**src/rtl/riscv_pkg.sv**
```systemverilog
// riscv_pkg: shared fetch-controller types and constants
package riscv_pkg;
  localparam int XLEN = 32;
  localparam logic [XLEN-1:0] HALT_WORD = '0;
  localparam logic [XLEN-1:0] PC_STEP = XLEN'(4);
  typedef enum logic [1:0] {IDLE, LOAD, FETCH, HALT} fetch_state_t;
endpackage

```
**src/rtl/fetch_pc_unit.sv**
```systemverilog
// fetch_pc_unit: pc register, next-pc selection and memory range check
module fetch_pc_unit import riscv_pkg::*; #(
  parameter int AW = 5
) (
  input  logic            clock,
  input  logic            reset,
  input  logic            en,
  input  logic            clr,
  input  logic            advance,
  input  logic            redirect,
  input  logic [XLEN-1:0] redirect_pc,
  output logic [XLEN-1:0] pc,
  output logic [AW-1:0]   fetch_addr,
  output logic            oor
);
  logic [XLEN-1:0] next_pc;
  assign next_pc = redirect ? redirect_pc & ~XLEN'(3) : advance ? pc + PC_STEP : pc;
  assign fetch_addr = next_pc[AW+1:2];
  assign oor = |pc[XLEN-1:AW+2];
  always_ff @(posedge clock or posedge reset)
    if (reset) pc <= '0;
    else if (clr) pc <= '0;
    else if (en) pc <= next_pc;
endmodule

```
**src/rtl/instruction_fetch_ctrl.sv**
```systemverilog
// instruction_fetch_ctrl: loads program memory, then streams instructions to decode
module instruction_fetch_ctrl import riscv_pkg::*; #(
  parameter int DEPTH = 32,
  parameter int AW = $clog2(DEPTH)
) (
  input  logic            clock,
  input  logic            reset,
  input  logic            load_start,
  input  logic            load_valid,
  input  logic [XLEN-1:0] load_data,
  input  logic            load_last,
  output logic            load_ready,
  output logic            load_err,
  input  logic            run,
  input  logic            redirect,
  input  logic [XLEN-1:0] redirect_pc,
  input  logic            id_ready,
  output logic [XLEN-1:0] instr,
  output logic [XLEN-1:0] instr_pc,
  output logic            instr_valid,
  output logic            halted,
  output logic            mem_we,
  output logic [AW-1:0]   mem_addr,
  output logic [XLEN-1:0] mem_wdata,
  input  logic [XLEN-1:0] mem_rdata
);
  fetch_state_t state;
  logic [AW-1:0] ptr, fetch_addr;
  logic vld, fetching, load_acc, load_done, at_end, halt_hit, oor;
  assign fetching = state == FETCH;
  assign load_acc = state == LOAD && load_valid;
  assign at_end = ptr == AW'(DEPTH - 1);
  assign load_done = load_acc && (load_last || at_end);
  // a halt word or out-of-range pc is never handed to decode
  assign halt_hit = fetching && (oor || (vld && mem_rdata == HALT_WORD));
  assign instr_valid = fetching && vld && !halt_hit;
  assign instr = mem_rdata;
  assign halted = state == HALT;
  assign load_ready = state == LOAD;
  assign mem_we = load_acc;
  assign mem_wdata = load_data;
  assign mem_addr = fetching ? fetch_addr : load_acc ? ptr : '0;
  fetch_pc_unit #(.AW(AW)) u_pc (
    .clock(clock),
    .reset(reset),
    .en(fetching),
    .clr(load_done),
    .advance(instr_valid && id_ready),
    .redirect(redirect),
    .redirect_pc(redirect_pc),
    .pc(instr_pc),
    .fetch_addr(fetch_addr),
    .oor(oor)
  );
  always_ff @(posedge clock or posedge reset)
    if (reset) begin
      state <= IDLE;
      ptr <= '0;
      vld <= 1'b0;
      load_err <= 1'b0;
    end else
      case (state)
        IDLE: if (load_start) begin
          state <= LOAD;
          ptr <= '0;
          load_err <= 1'b0;
        end else if (run) begin
          state <= FETCH;
          vld <= 1'b0;
        end
        LOAD: if (load_acc) begin
          ptr <= ptr + 1'b1;
          if (at_end && !load_last) load_err <= 1'b1;
          if (load_done) state <= IDLE;
        end
        FETCH: if (halt_hit && !redirect) begin
          state <= HALT;
          vld <= 1'b0;
        end else vld <= 1'b1;
        HALT: if (load_start) begin
          state <= LOAD;
          ptr <= '0;
          load_err <= 1'b0;
        end
        default: state <= IDLE;
      endcase
endmodule

```
**config.mk**
```make
export PLATFORM = sky130hd
export DESIGN_NAME = instruction_fetch_ctrl
export DESIGN_NICKNAME = d
export VERILOG_FILES = /design/src/rtl/riscv_pkg.sv /design/src/rtl/fetch_pc_unit.sv /design/src/rtl/instruction_fetch_ctrl.sv
export SDC_FILE = /design/constraint.sdc
export NUM_CORES = 1
export LEC_CHECK = 0
export CAP_MARGIN = 20
export CORE_UTILIZATION = 35
export CTS_CLUSTER_DIAMETER = 120
export DETAILED_ROUTE_END_ITERATION = 12
export PLACE_DENSITY = 0.82
export SYNTH_ARGS = -nofsm -noshare
export SYNTH_HDL_FRONTEND = slang
export SYNTH_SLANG_ARGS = --single-unit
export TNS_END_PERCENT = 5
```
**constraint.sdc**
```tcl
create_clock -name clock -period 3 [get_ports clock]
set_input_delay 0.6 -clock clock [delete_from_list [all_inputs] [get_ports clock]]
set_output_delay 0.6 -clock clock [all_outputs]
set_load 0.02 [all_outputs]
```
Word level (Yosys, flattened, before mapping):

Cells that the tools add are included.

* register bits after elaboration: 41
* input bits: 104
* output and inout port bits: 106

* add/subtract/negate cells: 2
* equality and inequality tests: 13
* multiplexer cells: 24
* reductions and logical operators: 27

Operators by type and width (number)
* $mux 32: 4
* $add 32x3->32 const B: 1
* $logic_not 32->1: 1
* $reduce_or 25->1: 1
* $mux 5: 4
* $mux 2: 6
* $pmux 5 s2: 1
* $logic_and 1x1->1: 9
* $ne 2x1->1 const B: 4
* $ne 2x2->1 const B: 4
* $pmux 2 s4: 1
* $mux 1: 6
* $reduce_and 3->1: 2
* $reduce_bool 2->1: 3
* $add 5x1->5 const B: 1
* $eq 5x5->1 const B: 1
* $reduce_and 5->1: 1
* $eq 2x2->1 const B: 2
* $pmux 1 s2: 2
* $reduce_and 4->1: 1
* $logic_not 1->1: 3
* $ne 3x3->1 const B: 1
* $reduce_bool 3->1: 1
* $eq 2x1->1 const B: 1
* other kinds (4): 5

Longest topological paths before layout:

* depth in word-level cells: 11
* mapped depth: 9
* gate-level depth less buffers: 8

Hierarchy:

From an unflattened synthesis, not the netlist that was laid out.

* cell total of the unflattened synthesis: 409
* area total of the unflattened synthesis: 3354.5 um^2

By module, submodules not included
* fetch_pc_unit: instances 1, cells an instance 245, area an instance 2058.2 um^2
* instruction_fetch_ctrl: instances 1, cells an instance 164, area an instance 1296.2 um^2

Worst setup path after synthesis:

No wires, ideal clock.

* path kind: reg-to-output
* start: reg state[0]
* end: out mem_addr[3]
* data arrival time: 2220 ps
* required time: 2400 ps
* slack: 180 ps
* cell stages (with the launch flop): 10
* cell sequence: dfrtp_1 > inv_1 > ha_1 > buf_2 > nor4b_1 > and3_1 > nand4_2 > nor4b_2 > xnor2_1 > o21ai_0

* word-level cells in the longest chain between the ends: 8

RTL lines
* start, declared: line instruction_fetch_ctrl.sv:27 `fetch_state_t state;`
* start signal, assigned: line instruction_fetch_ctrl.sv:57 `state <= IDLE;`
* start signal, assigned: line instruction_fetch_ctrl.sv:64 `state <= LOAD;`
* start signal, assigned: line instruction_fetch_ctrl.sv:68 `state <= FETCH;`
* $eq 2x2->1: line instruction_fetch_ctrl.sv:30 `assign fetching = state == FETCH;`
* $logic_and 1x1->1: line instruction_fetch_ctrl.sv:35 `assign halt_hit = fetching && (oor || (vld && mem_rdata == HALT_WORD));`
* $logic_not 1->1: line instruction_fetch_ctrl.sv:36 `assign instr_valid = fetching && vld && !halt_hit;`
* $logic_and 1x1->1: line instruction_fetch_ctrl.sv:36
* $logic_and 1x1->1: line instruction_fetch_ctrl.sv:48 `.advance(instr_valid && id_ready),`
* $mux 32 (2 in a row): line fetch_pc_unit.sv:17 `assign next_pc = redirect ? redirect_pc & ~XLEN'(3) : advance ? pc + PC_STEP : pc;`
* $mux 5 *: line instruction_fetch_ctrl.sv:42 `assign mem_addr = fetching ? fetch_addr : load_acc ? ptr : '0;`
* end, declared: line instruction_fetch_ctrl.sv:23 `output logic [AW-1:0] mem_addr,`

Every way passes the cells marked *; elsewhere a longest branch is shown, timed or not. The select of a mux whose other input is x is not followed.

Worst setup path after layout:

* start: reg u_pc.pc[14]
* end: out mem_addr[4]

* word-level cells in the longest chain between the ends: 9

RTL lines
* start, declared: line fetch_pc_unit.sv:12 `output logic [XLEN-1:0] pc,`
* start signal, assigned: line fetch_pc_unit.sv:23 `else if (en) pc <= next_pc;`
* $reduce_or 25->1: line fetch_pc_unit.sv:19 `assign oor = |pc[XLEN-1:AW+2];`
* $logic_or 1x1->1: line instruction_fetch_ctrl.sv:35
* $logic_and 1x1->1: line instruction_fetch_ctrl.sv:35
* $logic_not 1->1: line instruction_fetch_ctrl.sv:36
* $logic_and 1x1->1: line instruction_fetch_ctrl.sv:36
* $logic_and 1x1->1: line instruction_fetch_ctrl.sv:48
* $mux 32 (2 in a row): line fetch_pc_unit.sv:17
* $mux 5: line instruction_fetch_ctrl.sv:42

Every way passes these cells. The select of a mux whose other input is x is not followed.

==> metrics.md <==
| Metric | Value |
|---|---|
| Hpwl dp | `6.59 mm` |
| Core Area | `7770 µm²` |
| Final WS setup | `-52.0 ps` |
| Layout area overhead | `56.1%` |
| Combinational Power Share | `0.625` |
| CTS hold repair buffers | `0` |
| Critical Path RT | `2400 ps` |
| Yosys cell types | `48` |
| Die Y | `91.8 µm` |
| Starting Density | `0.364` |
| Max Buffers Root-to-Sink | `2` |
| First-pass GRT wire length | `13.7 mm` |
| Nets | `576` |
| WL/cell | `15.2 µm` |
| Largest fanout on the critical path | `3` |
| Ys async rst share | `1.00` |
| Residual DRC | `0` |
| Part of the cycle the worst path needs | `1.02` |
| Most frequent cells in the layout | `clkdlybuf4s50_1 (113), nand2_1 (71), buf_4 (55)` |
| Setup tns final | `-84.2 ps` |
| Clock root cell | `clkbuf_8` |
| Reg area | `976 µm²` |
| Sw frac | `0.428` |
| Clock Power Share | `0.099` |
| Initial antenna violation count | `0` |
| Pwr dens | `818 nW/µm²` |
| Crit path cell chain | `or4_4, nor3_4, nand4_4, buf_12, nor4b_4, xnor2_1, o21ai_1, buf_4` |
| Sw Pwr | `1.54 mW` |
| EDFF count, synth | `0` |
| GR Overflow Total | `0` |
| Multi-input gate area | `1380 µm²` |
| Clock slew at reported path FFs | `80 ps` |
| Most common cell after layout, fill and taps aside | `clkdlybuf4s50_1` |
| Clk sink count | `39` |
| Cells after Synth | `340` |
| RSZ-0062 raised after global routing | `true` |
| Highest clock rate | `328 MHz` |
| Slew @ Worst Pin | `609 ps` |
| Routed vias | `2750` |
| Syn Area/Cell | `8.31 µm²` |
| Share of cells above drive strength 1 | `0.196` |
| Full die area | `8440 µm²` |
| Skew-Pair Late Insertion Delay | `280 ps` |
| Synth warn | `0` |
| GRT Total Usage | `0.204` |
| ANT nets after route | `0` |
| CP max stage delay | `550 ps` |
| Fill cells | `698` |
| Worst VDD drop | `451 µV` |
| Post-synthesis sequential area ratio | `0.345` |
| GPL Wtd Cong | `0.892` |
| Hold Path Class | `flip-flop to flip-flop` |
| I/O pin count | `210` |
| Vias in the first global route | `2792` |
| Pin count of the biggest net entering global routing | `40` |
| FP Rows | `32` |
| Starting DRT DRC Count | `138` |
| H-tree levels | `2` |
| Worst slew margin | `0.590` |
| Final Skew | `4.91 ps` |
| Non-Filler Instances | `567` |
| Post-route minimum period | `3050 ps` |
| Placed instance count | `551` |
| Violated checks | `setup timing` |
| Worst EP arrival | `2450 ps` |
| Ant. Diodes | `0` |
| Dominant synthesized flop cell | `dfrtp_1` |
| CP Launch Type | `flip-flop` |
| Vias per cell | `4.85` |
| Critical Path Sink Type | `output port` |
| Max Cap Viol | `0` |
| Pre-CTS setup slack | `-607 ps` |
| Internal | `2.06 mW` |
| Sequential share of power | `0.277` |
| Fin. Hold Viols | `0` |
| Final WL | `8.62 mm` |
| Port-buffer cells | `141` |
| Die width | `91.8 µm` |
| Total CTS buffers | `5` |
| Overall power | `3.61 mW` |
| Leak | `1.96 nW` |
| Critical path class | `flip-flop to output port` |
| Status | `complete, but fails checks` |
| Final slew viol count | `0` |
| CP max-delay cell | `or4_4` |
| CTS tree | `built` |
| Seq cells post-synth | `39` |
| Final setup vio count | `3` |
| DRT Pass-1 Iters | `4` |
| Cell Area, Synth | `2830 µm²` |
[synthesized netlist by cell type (4+ instances only)]
master    count  area [µm²]
a21oi_1      32         160
nor2_1       12        45.0
mux2i_1       6        60.1
clkbuf_1     10        37.5
nand2b_1      4        25.0
nand3_1       7        35.0
nor4_1       10        62.6
inv_1         7        26.3
buf_4        66         495
nand2_1      71         267
and3_1        4        25.0
o21ai_0       8        40.0
dfrtp_1      39         976
nor2b_1       7        43.8
ha_1          8         100
[metrics by stage]
stage               area [µm²]   util  hold WS [ps]
CTS                       4320  0.556           507
floorplan                 2830      -           467
global placement          4170  0.537           484
detailed placement        4170  0.537           498
global route              4410  0.568           527
finish                    4410  0.568           510
[metal layers]
metal | routed length (µm) | track usage | up-vias
li1 | - | - | 1341
met1 | 3620 | 0.255 | 1304
met2 | 4420 | 0.358 | 93
met3 | 492 | 0.0473 | 12
met4 | 84 | 0.0443 | 0
met5 | 0 | 0 | -
[cell type report]
cell class / count / share of cell area
Clock buffer: 6 / 0.0165
Clock inverter: 2 / 0.00284
Inverter: 7 / 0.00596
Multi-Input combinational cell: 216 / 0.313
Sequential cell: 39 / 0.221
Tap cell: 102 / 0.0289
Timing Repair Buffer: 195 / 0.412
[logic make-up after synthesis]
logic type               count (synthesis)  synth area share
AO/OA/AOI/OAI                           58             0.125
other                                    1           0.00133
flip-flops                              39             0.345
AND/OR/NAND/NOR                        137             0.250
multiplexers                             8            0.0306
buffers and inverters                   86             0.202
adder cells (fa/ha/maj)                  8            0.0354
XOR/XNOR                                 3           0.00930
[critical path: cells and delay by family, from the launching register on]
kind	cells	cell delay [ps]
simple gates	4	1170
flops	1	390
buf+inv	2	370
xor+xnor	1	160
compound gates	1	80
[power by group through the flow]
stage               clock [mW]  combinational (mW)  sequential (mW)
floorplan                    0               0.974             1.22
global placement             0                2.17            0.973
detailed placement           0                2.22            0.987
CTS                      0.365                2.25            0.986
global route             0.393                2.44             1.03
finish                   0.355                2.25            0.997
[repair_timing]
action,4_1_cts,5_1_grt
setup endpoints to repair,6,6
buffers inserted,5,3
pin swaps,15,11
resized for setup,51,16
[path summary, 6_finish.rpt]
kind                        startpoint     endpoint  slack [ps]  cells past startpoint
setup / recovery           u_pc.pc[14]  mem_addr[4]         -50                      8
hold / removal                  ptr[3]       ptr[3]         510                      1
setup reg to reg           u_pc.pc[14]   u_pc.pc[3]         650                      9
hold reg to reg                 ptr[3]       ptr[3]         510                      1
max in group asynchronous        reset   u_pc.pc[3]        1910                      3
min in group asynchronous        reset  u_pc.pc[25]         730                      3
[flip-flops by register name, summed over array words and instances (netlist names)]
name and flops:
state 2, load_err 1, ptr 5, u_pc.pc 30, vld 1
No activity file was read; power rests on OpenSTA's default activity.
